<file path="src/rtl/pwm_pkg.sv">
// Shared types and constants for the PWM capture block.
package pwm_pkg;

  typedef enum logic [1:0] {
    WAIT_EDGE = 2'd0,
    MEASURE   = 2'd1,
    STUCK     = 2'd2
  } state_t;

  localparam int         CNT_W_DEF   = 16;
  localparam int         TIMEOUT_DEF = 1024;
  localparam logic [7:0] DUTY_SAT    = 8'd255;

  // Saturate a high-time count into the 8-bit duty field.
  function automatic logic [7:0] duty_sat(input logic [31:0] ht);
    if (ht > 32'd255) begin
      return DUTY_SAT;
    end else begin
      return ht[7:0];
    end
  endfunction

endpackage

</file>
<file path="src/rtl/pwm_edge_sync.sv">
// Input conditioning for pwm_capture: 2-flop synchronizer, optional glitch
// filter (compiled in with PWM_CAPTURE_GLITCH_FILTER_EN) and registered
// edge detection. level, rise and fall are aligned to the same cycle.
module pwm_edge_sync #(
  parameter int FILT_LEN = 3
) (
  input  logic clk,
  input  logic reset,
  input  logic pwm_in,
  output logic level,
  output logic rise,
  output logic fall
);

`ifdef PWM_CAPTURE_GLITCH_FILTER_EN
  localparam bit FILT_EN = 1'b1;
`else
  localparam bit FILT_EN = 1'b0;
`endif
  localparam int FILT_DEPTH = FILT_EN ? FILT_LEN : 0;

  logic sync1_r;
  logic sync2_r;
  logic src_s;
  logic prev_r;
  logic rise_r;
  logic fall_r;

  // Two-flop synchronizer for the asynchronous PWM input.
  always_ff @(posedge clk or negedge reset) begin
    if (!reset) begin
      sync1_r <= 1'b0;
      sync2_r <= 1'b0;
    end else begin
      sync1_r <= pwm_in;
      sync2_r <= sync1_r;
    end
  end

  generate
    if (FILT_DEPTH > 0) begin : g_filter
      localparam int RUN_W = (FILT_DEPTH > 1) ? $clog2(FILT_DEPTH) : 1;
      logic [RUN_W-1:0] run_r;
      logic             filt_r;

      // Accept a new level only after FILT_DEPTH consecutive differing samples.
      always_ff @(posedge clk or negedge reset) begin
        if (!reset) begin
          run_r  <= '0;
          filt_r <= 1'b0;
        end else if (sync2_r == filt_r) begin
          run_r  <= '0;
        end else if (run_r == RUN_W'(FILT_DEPTH - 1)) begin
          run_r  <= '0;
          filt_r <= sync2_r;
        end else begin
          run_r  <= run_r + RUN_W'(1);
        end
      end

      assign src_s = filt_r;
    end else begin : g_bypass
      assign src_s = sync2_r;
    end
  endgenerate

  // Registered edge detection against the one-cycle delayed copy.
  always_ff @(posedge clk or negedge reset) begin
    if (!reset) begin
      prev_r <= 1'b0;
      rise_r <= 1'b0;
      fall_r <= 1'b0;
    end else begin
      prev_r <= src_s;
      rise_r <= src_s & ~prev_r;
      fall_r <= ~src_s & prev_r;
    end
  end

  assign level = prev_r;
  assign rise  = rise_r;
  assign fall  = fall_r;

endmodule

</file>
<file path="src/rtl/pwm_capture.sv">
// PWM capture: measures high time and period between qualified rising
// edges and reports stuck-low / stuck-high after TIMEOUT idle cycles.
// Optional glitch filter: define PWM_CAPTURE_GLITCH_FILTER_EN.
module pwm_capture
  import pwm_pkg::*;
#(
  parameter int CNT_W    = CNT_W_DEF,
  parameter int TIMEOUT  = TIMEOUT_DEF,
  parameter int FILT_LEN = 3
) (
  input  logic             clk,
  input  logic             reset,
  input  logic             pwm_in,
  output logic [CNT_W-1:0] high_time,
  output logic [CNT_W-1:0] period,
  output logic [7:0]       duty_cycle,
  output logic             meas_valid,
  output logic             stuck_low,
  output logic             stuck_high
);

  localparam int               IDLE_W   = $clog2(TIMEOUT + 1);
  localparam logic [CNT_W-1:0] CNT_MAX  = {CNT_W{1'b1}};
  localparam logic [IDLE_W-1:0] IDLE_END = IDLE_W'(TIMEOUT - 1);

  state_t            state_r;
  state_t            state_s;
  logic              level_s;
  logic              rise_s;
  logic              fall_s;
  logic              timeout_s;
  logic [IDLE_W-1:0] idle_r;
  logic [CNT_W-1:0]  per_cnt_r;
  logic [CNT_W-1:0]  high_cnt_r;
  logic [CNT_W-1:0]  high_time_r;
  logic [CNT_W-1:0]  period_r;
  logic [7:0]        duty_r;
  logic              meas_valid_r;
  logic              stuck_low_r;
  logic              stuck_high_r;

  pwm_edge_sync #(.FILT_LEN(FILT_LEN)) u_edge_sync (
    .clk    (clk),
    .reset  (reset),
    .pwm_in (pwm_in),
    .level  (level_s),
    .rise   (rise_s),
    .fall   (fall_s)
  );

  // Any edge takes priority over an idle timeout in the same cycle.
  assign timeout_s = (idle_r == IDLE_END) && !rise_s && !fall_s;

  // FSM state register.
  always_ff @(posedge clk or negedge reset) begin
    if (!reset) begin
      state_r <= WAIT_EDGE;
    end else begin
      state_r <= state_s;
    end
  end

  // FSM next-state logic.
  always_comb begin
    state_s = state_r;
    case (state_r)
      WAIT_EDGE, MEASURE: begin
        if (rise_s) begin
          state_s = MEASURE;
        end else if (timeout_s) begin
          state_s = STUCK;
        end else begin
          state_s = state_r;
        end
      end
      STUCK: begin
        if (rise_s) begin
          state_s = MEASURE;
        end else if (fall_s) begin
          state_s = WAIT_EDGE;
        end else begin
          state_s = STUCK;
        end
      end
      default: state_s = WAIT_EDGE;
    endcase
  end

  // Idle counter: cycles since the last edge of either polarity.
  always_ff @(posedge clk or negedge reset) begin
    if (!reset) begin
      idle_r <= '0;
    end else if (rise_s || fall_s || state_r == STUCK) begin
      idle_r <= '0;
    end else if (idle_r != IDLE_END) begin
      idle_r <= idle_r + IDLE_W'(1);
    end else begin
      idle_r <= idle_r;
    end
  end

  // Saturating period and high-time counters; a rising edge restarts at 1.
  always_ff @(posedge clk or negedge reset) begin
    if (!reset) begin
      per_cnt_r  <= '0;
      high_cnt_r <= '0;
    end else if (rise_s) begin
      per_cnt_r  <= CNT_W'(1);
      high_cnt_r <= CNT_W'(1);
    end else if (state_r == MEASURE) begin
      per_cnt_r  <= (per_cnt_r == CNT_MAX) ? per_cnt_r : per_cnt_r + CNT_W'(1);
      if (level_s && high_cnt_r != CNT_MAX) begin
        high_cnt_r <= high_cnt_r + CNT_W'(1);
      end
    end
  end

  // Measurement latch, valid strobe and stuck flags.
  always_ff @(posedge clk or negedge reset) begin
    if (!reset) begin
      high_time_r  <= '0;
      period_r     <= '0;
      duty_r       <= 8'd0;
      meas_valid_r <= 1'b0;
      stuck_low_r  <= 1'b0;
      stuck_high_r <= 1'b0;
    end else begin
      meas_valid_r <= 1'b0;
      if (state_r == MEASURE && rise_s) begin
        high_time_r  <= high_cnt_r;
        period_r     <= per_cnt_r;
        duty_r       <= duty_sat(32'(high_cnt_r));
        meas_valid_r <= 1'b1;
      end else if (state_r != STUCK && state_s == STUCK) begin
        meas_valid_r <= 1'b1;
        if (level_s) begin
          stuck_high_r <= 1'b1;
          duty_r       <= DUTY_SAT;
        end else begin
          stuck_low_r  <= 1'b1;
          high_time_r  <= '0;
          period_r     <= '0;
          duty_r       <= 8'd0;
        end
      end else if (state_r == STUCK && (rise_s || fall_s)) begin
        stuck_low_r  <= 1'b0;
        stuck_high_r <= 1'b0;
      end
    end
  end

  assign high_time  = high_time_r;
  assign period     = period_r;
  assign duty_cycle = duty_r;
  assign meas_valid = meas_valid_r;
  assign stuck_low  = stuck_low_r;
  assign stuck_high = stuck_high_r;

endmodule
</file>
<file path="config.mk">
export PLATFORM = sky130hd
export DESIGN_NAME = pwm_capture
export DESIGN_NICKNAME = d
export VERILOG_FILES = /design/src/rtl/pwm_pkg.sv /design/src/rtl/pwm_edge_sync.sv /design/src/rtl/pwm_capture.sv
export SDC_FILE = /design/constraint.sdc
export NUM_CORES = 1
export LEC_CHECK = 0
export CORE_UTILIZATION = 61
export CTS_CLUSTER_DIAMETER = 100
export DETAILED_ROUTE_END_ITERATION = 8
export GPL_TIMING_DRIVEN = 1
export PLACE_DENSITY_LB_ADDON = 0.15
export SETUP_SLACK_MARGIN = 0.05
export SYNTH_ARGS = -nofsm -noshare
export SYNTH_HDL_FRONTEND = slang
export SYNTH_SLANG_ARGS = --single-unit
</file>
<file path="constraint.sdc">
create_clock -name clk -period 3.09 [get_ports clk]
set_input_delay 0.7725 -clock clk [delete_from_list [all_inputs] [get_ports clk]]
set_output_delay 0.7725 -clock clk [all_outputs]
set_load 0.01 [all_outputs]
</file>
==> flow_metrics.py, run 1 <==
metrics = {
    "min_path": {
        "min-delay-start": "u_edge_sync.sync1_r",
        "min_to": "u_edge_sync.src_s",
        "holdPathStages": 0,
        "min_path_type": "reg2reg",
    },
    "logic_synthesis": {
        "ys_top_cells_by_count": "93 x dfrtp_1, 32 x a22o_1, 32 x nor2_1",
        "synth_edf_count": 0,
        "synthArstFlopShare": 1.000,
        "synth_area_um2": 4392,
        "synth_top_area_share": 0.5299,
        "synthFlopType": "dfrtp_1",
        "netlist_instances": 398,
        "ys.warnings.count": 0,
        "synth_fp_nets": 404,
        "ys_types": 55,
        "yosysMostFrequentCell": "dfrtp_1",
        "yosys-top-cells-area": "dfrtp_1 53%, a22o_1 6.4%, nor2_1 2.7%, a21oi_1 2.4%, mux2_2 2.3%",
        "synth-seq-cells": 93,
        "synth_area_leader_cell": "dfrtp_1",
        "ys_seq_area_frac": 0.5299,
        "avgSynthCellArea_um2": 11.03,
    },
    "setup_path": {
        "cp_cell_sequence": "ha_1, nand3_1, nor2_1, a41oi_2, buf_4, a22o_1",
        "worstReg2RegEnd": "period[4]",
        "cpMaxStageDelayCell": "a41oi_2",
        "r2r_slack_ns": 0.75,
        "crit_path_max_fanout": 17,
        "arrival_ns": 2.59,
        "startpoint_type": "flip-flop",
        "crit_required_ns": 3.34,
        "rr_worst_depth": 6,
        "path_class": "reg2reg",
        "slowest_delay_ns": 0.50,
        "reg2reg_from": "idle_r[0]",
        "endpoint_kind": "flip-flop",
    },
    "clocking": {
        "ctsRootBufferMaster": "clkbuf_8",
        "htreeDepth": 3,
        "cts_tree": "done",
        "cts_made_buffers": 9,
        "clockBufferDepth": 2,
        "cts_resized": 0,
        "insertion_delay_ns": 0.36,
        "hold_buffers": 0,
        "path_clk_slew_ns": 0.08,
        "post_cts.repair.setup_buffers": 0,
        "clkSinkCount": 93,
    },
    "timing": {
        "rsz0062_at_grt": "no",
        "tns_ns": 0,
        "setup_ws_ns": 0.7472,
        "period_share": 0.7582,
        "max_freq_mhz": 426.8,
        "final_max_slew_viol_count": 0,
        "period_minus_slack_ns": 2.343,
        "final-hold-violation-count": 0,
        "tightest_slew_ns": 0.8654,
        "relSlewSlack": 0.4231,
        "finalSetupViolCount": 0,
        "fin_worst_skew_ns": 0.009129,
    },
    "floorplanning": {
        "fp.coreArea_um2": 6869,
        "fp.dieArea_um2": 7543,
        "rows": 30,
        "start_util": 0.6393,
        "dieWidth_um": 86.85,
        "die_h_um": 86.85,
        "pin_count": 46,
    },
    "final_layout": {
        "layout-drive-gt1-share": 0.1068,
        "final_util": 0.7395,
        "diodes": 0,
        "nets": 442,
        "final_area_um2": 5080,
        "area_delta_synth_final_pct": 15.67,
    },
    "place": {
        "dpl.hpwl_um": 6096,
        "post_dp_cell_area_um2": 4900,
        "port_buffers": 45,
        "place_congestion": 0.8490,
        "dpl_worst_slack_ns": 0.7379,
    },
    "routing": {
        "drc": 0,
        "vias": 3388,
        "wl_per_cell_um": 17.18,
        "ant_nets": 0,
        "routed_via_density": 6.321,
        "wirelength_um": 9209,
        "firstDrtPassIters": 4,
        "drt_iter0_drc": 239,
    },
    "pwr": {
        "power_density_nw_per_um2": 532.8,
        "ir_worst_vdd_mv": 0.3604,
        "p_leak_uw": 0.002180,
    },
    "global_route": {
        "grt_pass1_wl_um": 15440,
        "grt_max_degree": 56,
        "grt_usage": 0.2676,
        "grt_overflow_total": 0,
        "antenna_found_initial": 0,
        "grt_pass1_vias": 3231,
    },
    "run": {
        "maxCapViolCount": 0,
    },
    "outcome": {
        "status": "finished clean",
    },
}
flip-flops by register name (all words and copies together) (netlist names), 2 cells and up:
signal      cells
period         16
idle_r         11
duty_cycle      8
state_r         2
high_cnt_r     16
high_time      16
per_cnt_r      16
how the worst max path moves through the flow:
stage	depth (start not counted)	end	slack, ns	from
detailed placement	6	period[4]	0.74	idle_r[0]
floorplan	6	high_cnt_r[7]	1.14	high_cnt_r[0]
global route	6	period[3]	0.59	idle_r[0]
global placement	6	period[13]	0.91	idle_r[0]
finish	6	period[4]	0.75	idle_r[0]
CTS	6	period[4]	0.77	idle_r[0]
layout by cell type, fill, tap and decap left out, drive strengths merged, types with 3 or more instances in the layout:
cell / netlist / final
a2111oi: 4 / 4
a211oi: 5 / 5
a21oi: 21 / 21
a22o: 32 / 32
a311oi: 3 / 3
a31oi: 7 / 7
and2: 3 / 3
and3: 7 / 7
and4: 4 / 4
buf: 12 / 6
clkbuf: 11 / 10
clkdlybuf4s50: 0 / 44
clkinv: 0 / 3
dfrtp: 93 / 93
ha: 3 / 3
inv: 12 / 12
mux2: 10 / 10
mux2i: 7 / 7
nand2: 16 / 16
nand3: 10 / 10
nand4: 7 / 7
nor2: 32 / 32
nor2b: 13 / 13
nor3: 10 / 10
nor4: 8 / 8
o2111ai: 3 / 3
o211ai: 4 / 4
o21ai: 11 / 11
o2bb2ai: 8 / 8
o31ai: 4 / 4
o41ai: 4 / 4
or2: 4 / 4
or3: 5 / 5
or4: 6 / 6
xor2: 4 / 4
power by group:
group | internal, uW | leakage (uW) | switching [uW]
logic | 236 | 0.000844 | 232
clock network | 366 | 0.0000919 | 411
registers | 1330 | 0.00124 | 126
total | 1940 | 0.00218 | 770
area by class of cell:
type                    count  area [um2]
flip-flops and latches     93        2327
fillers                   503        1789
well taps                  96       120.1
clock buffers              10       127.6
inverters                  12       45.04
clock inverters             5       52.55
multi-input cells         270        1909
repair buffers             50       498.0
logic make-up (layout without fill, tap and decap cells):
group,count (synthesis),count (layout),share of synthesized area
mux,17,17,0.04160
simple gates,132,132,0.1718
compound gates,114,114,0.2031
xor+xnor,4,4,0.007976
fa+ha+maj,3,3,0.008548
flops,93,93,0.5299
buf+inv,35,77,0.03704
critical path, delay by kind of cell, from the launching register on:
| family | cells | cell delay, ns |
|---|---|---|
| compound gates | 2 | 0.71 |
| fa+ha+maj | 1 | 0.21 |
| buf+inv | 1 | 0.39 |
| flops | 1 | 0.39 |
| simple gates | 2 | 0.52 |
routing by layer:
metal / GRT usage / up-vias / wire, um
li1: - / 1570 / -
met1: 0.3774 / 1684 / 4288
met2: 0.3980 / 112 / 4216
met3: 0.04265 / 22 / 470
met4: 0.1485 / 0 / 234
met5: 0 / - / 0
per-stage QoR:
stage,power [uW],hold slack [ns],instances
global route,2826,0.3584,536
CTS,2716,0.3558,536
detailed placement,1947,0.3371,521
floorplan,1713,0.3312,398
global placement,1931,0.3362,521
finish,2707,0.3538,536
Note: power is estimated with default switching activity, not from simulation.
==> run 2: changes to the inputs <==
--- a/config.mk
+++ b/config.mk
@@ -5,7 +5,7 @@
 export SDC_FILE = /design/constraint.sdc
 export NUM_CORES = 1
 export LEC_CHECK = 0
-export CORE_UTILIZATION = 61
+export CORE_UTILIZATION = 56
 export CTS_CLUSTER_DIAMETER = 100
 export DETAILED_ROUTE_END_ITERATION = 8
 export GPL_TIMING_DRIVEN = 1
==> constraint.sdc (replaced) <==
create_clock -name clk -period 2.2 [get_ports clk]
set_input_delay 0.55 -clock clk [delete_from_list [all_inputs] [get_ports clk]]
set_output_delay 0.55 -clock clk [all_outputs]
set_load 0.01 [all_outputs]
==> run 2 against run 1 <==
Register-to-register slack lost 0.59 ns. Worst setup slack lost 0.59 ns. Clock skew grew 0.00078 ns. First-iteration DRC count grew 7.5%. Die area grew 8.7%. Non-clock buffer count grew 8. Clock power grew 54%. Cell count grew 2.2%. Global-route usage shrank 2.9 points. Highest routed layer unchanged. Wire length grew 0.69%.
==> flow_metrics.py, run 2 (synthesis gave the netlist of run 1 again) <==
metrics = {
    "outcome": {
        "status": "finished clean",
    },
    "setup_path": {
        "slowest_delay_ns": 0.47,
        "cpMaxStageDelayCell": "dfrtp_2",
        "crit_path_max_fanout": 7,
        "arrival_ns": 2.28,
        "startpoint_type": "flip-flop",
        "endpoint_kind": "flip-flop",
        "crit_required_ns": 2.44,
        "path_class": "reg2reg",
        "cp_cell_sequence": "ha_1, and2_1, and4_2, nor4b_1, mux2_2",
    },
    "global_route": {
        "grt_pass1_wl_um": 15800,
        "grt_overflow_total": 0,
        "grt_usage": 0.2390,
        "grt_pass1_vias": 3218,
        "grt_max_degree": 94,
        "antenna_found_initial": 0,
    },
    "timing": {
        "final-hold-violation-count": 0,
        "fin_worst_skew_ns": 0.009910,
        "relSlewSlack": 0.5598,
        "tightest_slew_ns": 0.6603,
        "final_max_slew_viol_count": 0,
        "rsz0062_at_grt": "no",
        "period_minus_slack_ns": 2.041,
        "max_freq_mhz": 489.9,
        "period_share": 0.9279,
        "finalSetupViolCount": 0,
        "tns_ns": 0,
    },
    "clocking": {
        "hold_buffers": 0,
        "cts_made_buffers": 9,
        "clkSinkCount": 93,
        "path_clk_slew_ns": 0.09,
        "ctsRootBufferMaster": "clkbuf_8",
        "clockBufferDepth": 2,
        "insertion_delay_ns": 0.35,
        "cts_tree": "done",
        "htreeDepth": 3,
    },
    "place": {
        "port_buffers": 45,
        "dpl.hpwl_um": 6156,
        "dpl.cell_count": 532,
        "place_congestion": 0.8246,
        "post_dp_cell_area_um2": 4964,
    },
    "pwr": {
        "power_density_nw_per_um2": 757.9,
        "p_leak_uw": 0.002228,
        "ir_worst_vdd_mv": 0.4541,
    },
    "floorplanning": {
        "fp.coreArea_um2": 7408,
        "dieWidth_um": 90.56,
        "pin_count": 46,
        "start_util": 0.5928,
        "fp.dieArea_um2": 8200,
        "die_h_um": 90.56,
        "rows": 31,
    },
    "routing": {
        "routed_via_density": 6.113,
        "drc": 0,
        "wirelength_um": 9273,
        "vias": 3350,
        "drt_iter0_drc": 257,
        "wl_per_cell_um": 16.92,
        "firstDrtPassIters": 4,
        "ant_nets": 0,
    },
    "final_layout": {
        "area_delta_synth_final_pct": 17.89,
        "n_fill_cell": 556,
        "mostFrequentLayoutCell": "dfrtp_1",
        "final_cell_mix": "91 x dfrtp_1, 44 x clkdlybuf4s50_1, 32 x nor2_1, 32 x a22o_1, 21 x a21oi_1",
        "final_area_um2": 5177,
        "final_cells": 548,
        "diodes": 0,
        "nets": 450,
        "layout-drive-gt1-share": 0.1314,
    },
    "run": {
        "maxCapViolCount": 0,
    },
    "min_path": {
        "min_path_type": "in2async",
    },
}
==> run 2: critical path: cells and delay by family (launching register included) <==
kind	cells	cell delay, ns
flip-flops	1	0.47
multiplexers	1	0.38
AND/OR/NAND/NOR	3	0.86
adder cells (fa/ha/maj)	1	0.22
==> run 2: path summary, 6_finish.rpt <==
kind / cells past startpoint / slack (ns) / from / to
max in group asynchronous: 2 / 1.59 / reset / high_cnt_r[0]
setup / recovery: 5 / 0.16 / high_cnt_r[0] / high_cnt_r[11]
hold reg to reg: 0 / 0.37 / u_edge_sync.sync1_r / u_edge_sync.src_s
hold / removal: 2 / 0.23 / reset / period[8]
min in group clk: 0 / 0.37 / u_edge_sync.sync1_r / u_edge_sync.src_s
setup reg to reg: 5 / 0.16 / high_cnt_r[0] / high_cnt_r[11]
==> run 2: metal layers <==
layer	routed length (um)	track usage
met2	4257	0.3643
met3	318	0.03199
met1	4567	0.3527
met4	129	0.08199
met5	0	0
==> run 2: where the power goes <==
| group | switching (uW) | total [uW] | internal (uW) |
|---|---|---|---|
| Combinational | 332 | 673 | 340 |
| Clock | 601 | 1200 | 595 |
| Sequential | 177 | 2060 | 1880 |
| Total | 1110 | 3920 | 2810 |
==> run 2: what timing repair did <==
item	4_1_cts	5_1_grt
buffers inserted	0	0
gates resized for setup	0	3
setup endpoints to repair	0	2
==> run 2: through the flow <==
step / utilization / hold slack (ns) / power, uW / setup WS [ns]
floorplan: - / 0.2544 / 2406 / 0.2465
global route: 0.6989 / 0.2819 / 4106 / 0.05494
detailed placement: 0.6700 / 0.3503 / 2758 / 0.1562
CTS: 0.6984 / 0.2473 / 3955 / 0.1337
global placement: 0.6700 / 0.3349 / 2731 / 0.2097
finish: 0.6989 / 0.2287 / 3924 / 0.1587
==> run 2: area by class of cell <==
class	instances	area, um2	share of cell area
Timing Repair Buffer	58	558.0	0.1078
Clock buffer	12	155.1	0.02997
Tap cell	99	123.9	0.02392
Inverter	12	45.04	0.008700
Multi-Input combinational cell	270	1911	0.3690
Sequential cell	93	2330	0.4500
Clock inverter	4	55.05	0.01063
==> run 3: changes to the inputs <==
--- a/config.mk
+++ b/config.mk
@@ -5,7 +5,7 @@
 export SDC_FILE = /design/constraint.sdc
 export NUM_CORES = 1
 export LEC_CHECK = 0
-export CORE_UTILIZATION = 56
+export CORE_UTILIZATION = 50
 export CTS_CLUSTER_DIAMETER = 100
 export DETAILED_ROUTE_END_ITERATION = 8
 export GPL_TIMING_DRIVEN = 1
@@ -13,4 +13,5 @@
 export SETUP_SLACK_MARGIN = 0.05
 export SYNTH_ARGS = -nofsm -noshare
 export SYNTH_HDL_FRONTEND = slang
+export SYNTH_HIERARCHICAL = 1
 export SYNTH_SLANG_ARGS = --single-unit
==> run 3 against run 2 <==
Clock power down 6%. Clock-buffer cell count up 2. Fmax up 1.0%. Power down 8.5%. Sequential share of layout area up 1.1 points. Synthesized cell count rose by 1.5%. Cell count up 2.4%. Critical endpoint is now per_cnt_r[11]. Largest cell class unchanged.
==> flow_metrics.py, run 3 <==
metrics = {
    "outcome": {
        "status": "finished clean",
    },
    "routing": {
        "wl_per_cell_um": 16.74,
        "routed_via_density": 6.102,
        "drt_iter0_drc": 152,
        "vias": 3423,
        "ant_nets": 0,
        "drc": 0,
        "wirelength_um": 9393,
        "firstDrtPassIters": 4,
    },
    "global_route": {
        "grt_pass1_vias": 3263,
        "antenna_found_initial": 0,
        "grt_overflow_total": 0,
        "grt_pass1_wl_um": 15860,
        "grt_usage": 0.2320,
        "grt_max_degree": 94,
    },
    "timing": {
        "tightest_slew_ns": 0.5852,
        "tns_ns": 0,
        "final-hold-violation-count": 0,
        "period_share": 0.9184,
        "finalSetupViolCount": 0,
        "period_minus_slack_ns": 2.020,
        "max_freq_mhz": 494.9,
        "fin_worst_skew_ns": 0.006706,
        "relSlewSlack": 0.6099,
        "rsz0062_at_grt": "no",
        "final_max_slew_viol_count": 0,
    },
    "setup_path": {
        "endpoint_kind": "flip-flop",
        "cp_cell_sequence": "ha_1, and3_1, and3_1, a2111oi_0, mux2_2",
        "slowest_delay_ns": 0.44,
        "cp_num_buf_inv": 0,
        "path_delay_family": "simple AND/OR/NAND/NOR gates",
        "crit_path_max_fanout": 6,
        "cpMaxStageDelayCell": "dfrtp_1",
        "crit_required_ns": 2.44,
        "path_class": "reg2reg",
        "startpoint_type": "flip-flop",
        "arrival_ns": 2.27,
        "cpMostUsedCell": "and3_1",
    },
    "logic_synthesis": {
        "synth_area_um2": 4243,
        "ys_top_cells_by_count": "93 x dfrtp_1, 34 x a21oi_1, 32 x a22o_1",
        "yosys-top-cells-area": "dfrtp_1 55%, a22o_1 6.6%, a21oi_1 4.0%, nor2_1 2.6%, nand2_1 2.2%",
        "avgSynthCellArea_um2": 10.50,
        "netlist_instances": 404,
        "ys_types": 50,
        "synthArstFlopShare": 1.000,
        "synth-seq-cells": 93,
        "synth_area_leader_cell": "dfrtp_1",
        "synth_edf_count": 0,
        "synth_top_area_share": 0.5485,
        "yosysMostFrequentCell": "dfrtp_1",
        "synth_fp_nets": 410,
        "ys.warnings.count": 6,
        "ys_seq_area_frac": 0.5485,
        "synthFlopType": "dfrtp_1",
    },
    "final_layout": {
        "final_util": 0.6143,
        "final_cell_mix": "93 x dfrtp_1, 44 x clkdlybuf4s50_1, 33 x a21oi_1",
        "area_delta_synth_final_pct": 18.96,
        "diodes": 0,
        "layout-drive-gt1-share": 0.08772,
        "mostFrequentLayoutCell": "dfrtp_1",
        "nets": 458,
        "final_area_um2": 5047,
    },
    "clocking": {
        "htreeDepth": 3,
        "hold_buffers": 0,
        "clkSinkCount": 93,
        "cts_made_buffers": 9,
        "cts_tree": "done",
        "ctsRootBufferMaster": "clkbuf_8",
        "insertion_delay_ns": 0.35,
        "path_clk_slew_ns": 0.09,
        "clockBufferDepth": 2,
        "post_cts.repair.setup_buffers": 0,
        "cts_resized": 0,
    },
    "run": {
        "maxCapViolCount": 0,
    },
    "floorplanning": {
        "pin_count": 46,
        "fp.coreArea_um2": 8217,
        "dieWidth_um": 94.12,
        "start_util": 0.5164,
        "die_h_um": 94.12,
        "rows": 33,
        "fp.dieArea_um2": 8858,
    },
    "pwr": {
        "p_leak_uw": 0.002153,
        "power_density_nw_per_um2": 711.5,
        "ir_worst_vdd_mv": 0.4194,
    },
    "place": {
        "dpl.hpwl_um": 6262,
        "post_dp_cell_area_um2": 4855,
        "port_buffers": 45,
        "place_congestion": 0.8204,
    },
    "min_path": {
        "min_path_type": "in2async",
    },
}
-- run 3: changes by cell type after synthesis, moves of 4 or more --
cell,delta
a21oi_1,+13
nand4_1,+11
nand2_1,+9
clkbuf_1,+8
o2bb2ai_1,-8
o31ai_1,+7
a31oi_1,-6
nand3_1,+6
or4_1,+6
nor4_1,-5
mux2_2,-4
nor2b_1,-4
-- run 3: layout make-up --
class | count | area (um2)
fill | 713 | 3169
sequential | 93 | 2327
multi-input combinational | 277 | 1785
timing repair buffer | 59 | 565.5
clock buffer | 14 | 162.7
tap | 105 | 131.4
inverter | 12 | 45.04
clock inverter | 1 | 30.03
-- run 3: worst reg2reg max path: cells and delay by family (launching register included) --
| family | cells | cell delay (ns) |
|---|---|---|
| AO/OA/AOI/OAI | 1 | 0.41 |
| adder cells (fa/ha/maj) | 1 | 0.24 |
| flip-flops | 1 | 0.44 |
| multiplexers | 1 | 0.39 |
| AND/OR/NAND/NOR | 2 | 0.45 |
-- run 3: logic make-up after synthesis --
group | count (synthesis) | synth area share
AO/OA/AOI/OAI | 116 | 0.1899
XOR/XNOR | 3 | 0.006194
adder cells (fa/ha/maj) | 3 | 0.008848
buffers and inverters | 34 | 0.03155
flip-flops | 93 | 0.5485
multiplexers | 9 | 0.02271
AND/OR/NAND/NOR | 146 | 0.1923
-- run 3: report_power, final --
group	switching (uW)	internal, uW
logic	242	251
registers	133	1840
clock network	545	584
total	920	2670
-- run 3: stage by stage --
step | worst slack [ns] | hold WS (ns) | std cells | total power, uW
3_3_place_gp | 0.2190 | 0.3356 | 546 | 2481
2_1_floorplan | 0.1802 | 0.2544 | 404 | 2223
6_report | 0.1795 | 0.2354 | 561 | 3591
3_5_place_dp | 0.1868 | 0.3347 | 546 | 2497
5_1_grt | 0.09956 | 0.2719 | 561 | 3774
4_1_cts | 0.1886 | 0.2448 | 561 | 3634
-- run 3: routing by layer --
metal  track usage  part of all wire
met1        0.3219              0.47
met2        0.3674              0.49
met3       0.05178             0.038
met4       0.06026             0.010
met5             0                 0
-- run 3: path summary, 6_finish.rpt --
path                                          start                 to  slack (ns)  depth (start not counted)
worst min register to register  u_edge_sync/sync1_r  u_edge_sync/src_s        0.35                          0
min in group clk                u_edge_sync/sync1_r  u_edge_sync/src_s        0.35                          0
worst max register to register         per_cnt_r[0]      per_cnt_r[11]        0.18                          5
max in group asynchronous                     reset       high_time[8]        1.60                          2
worst min-delay path                          reset          idle_r[7]        0.24                          2
worst max-delay path                   per_cnt_r[0]      per_cnt_r[11]        0.18                          5
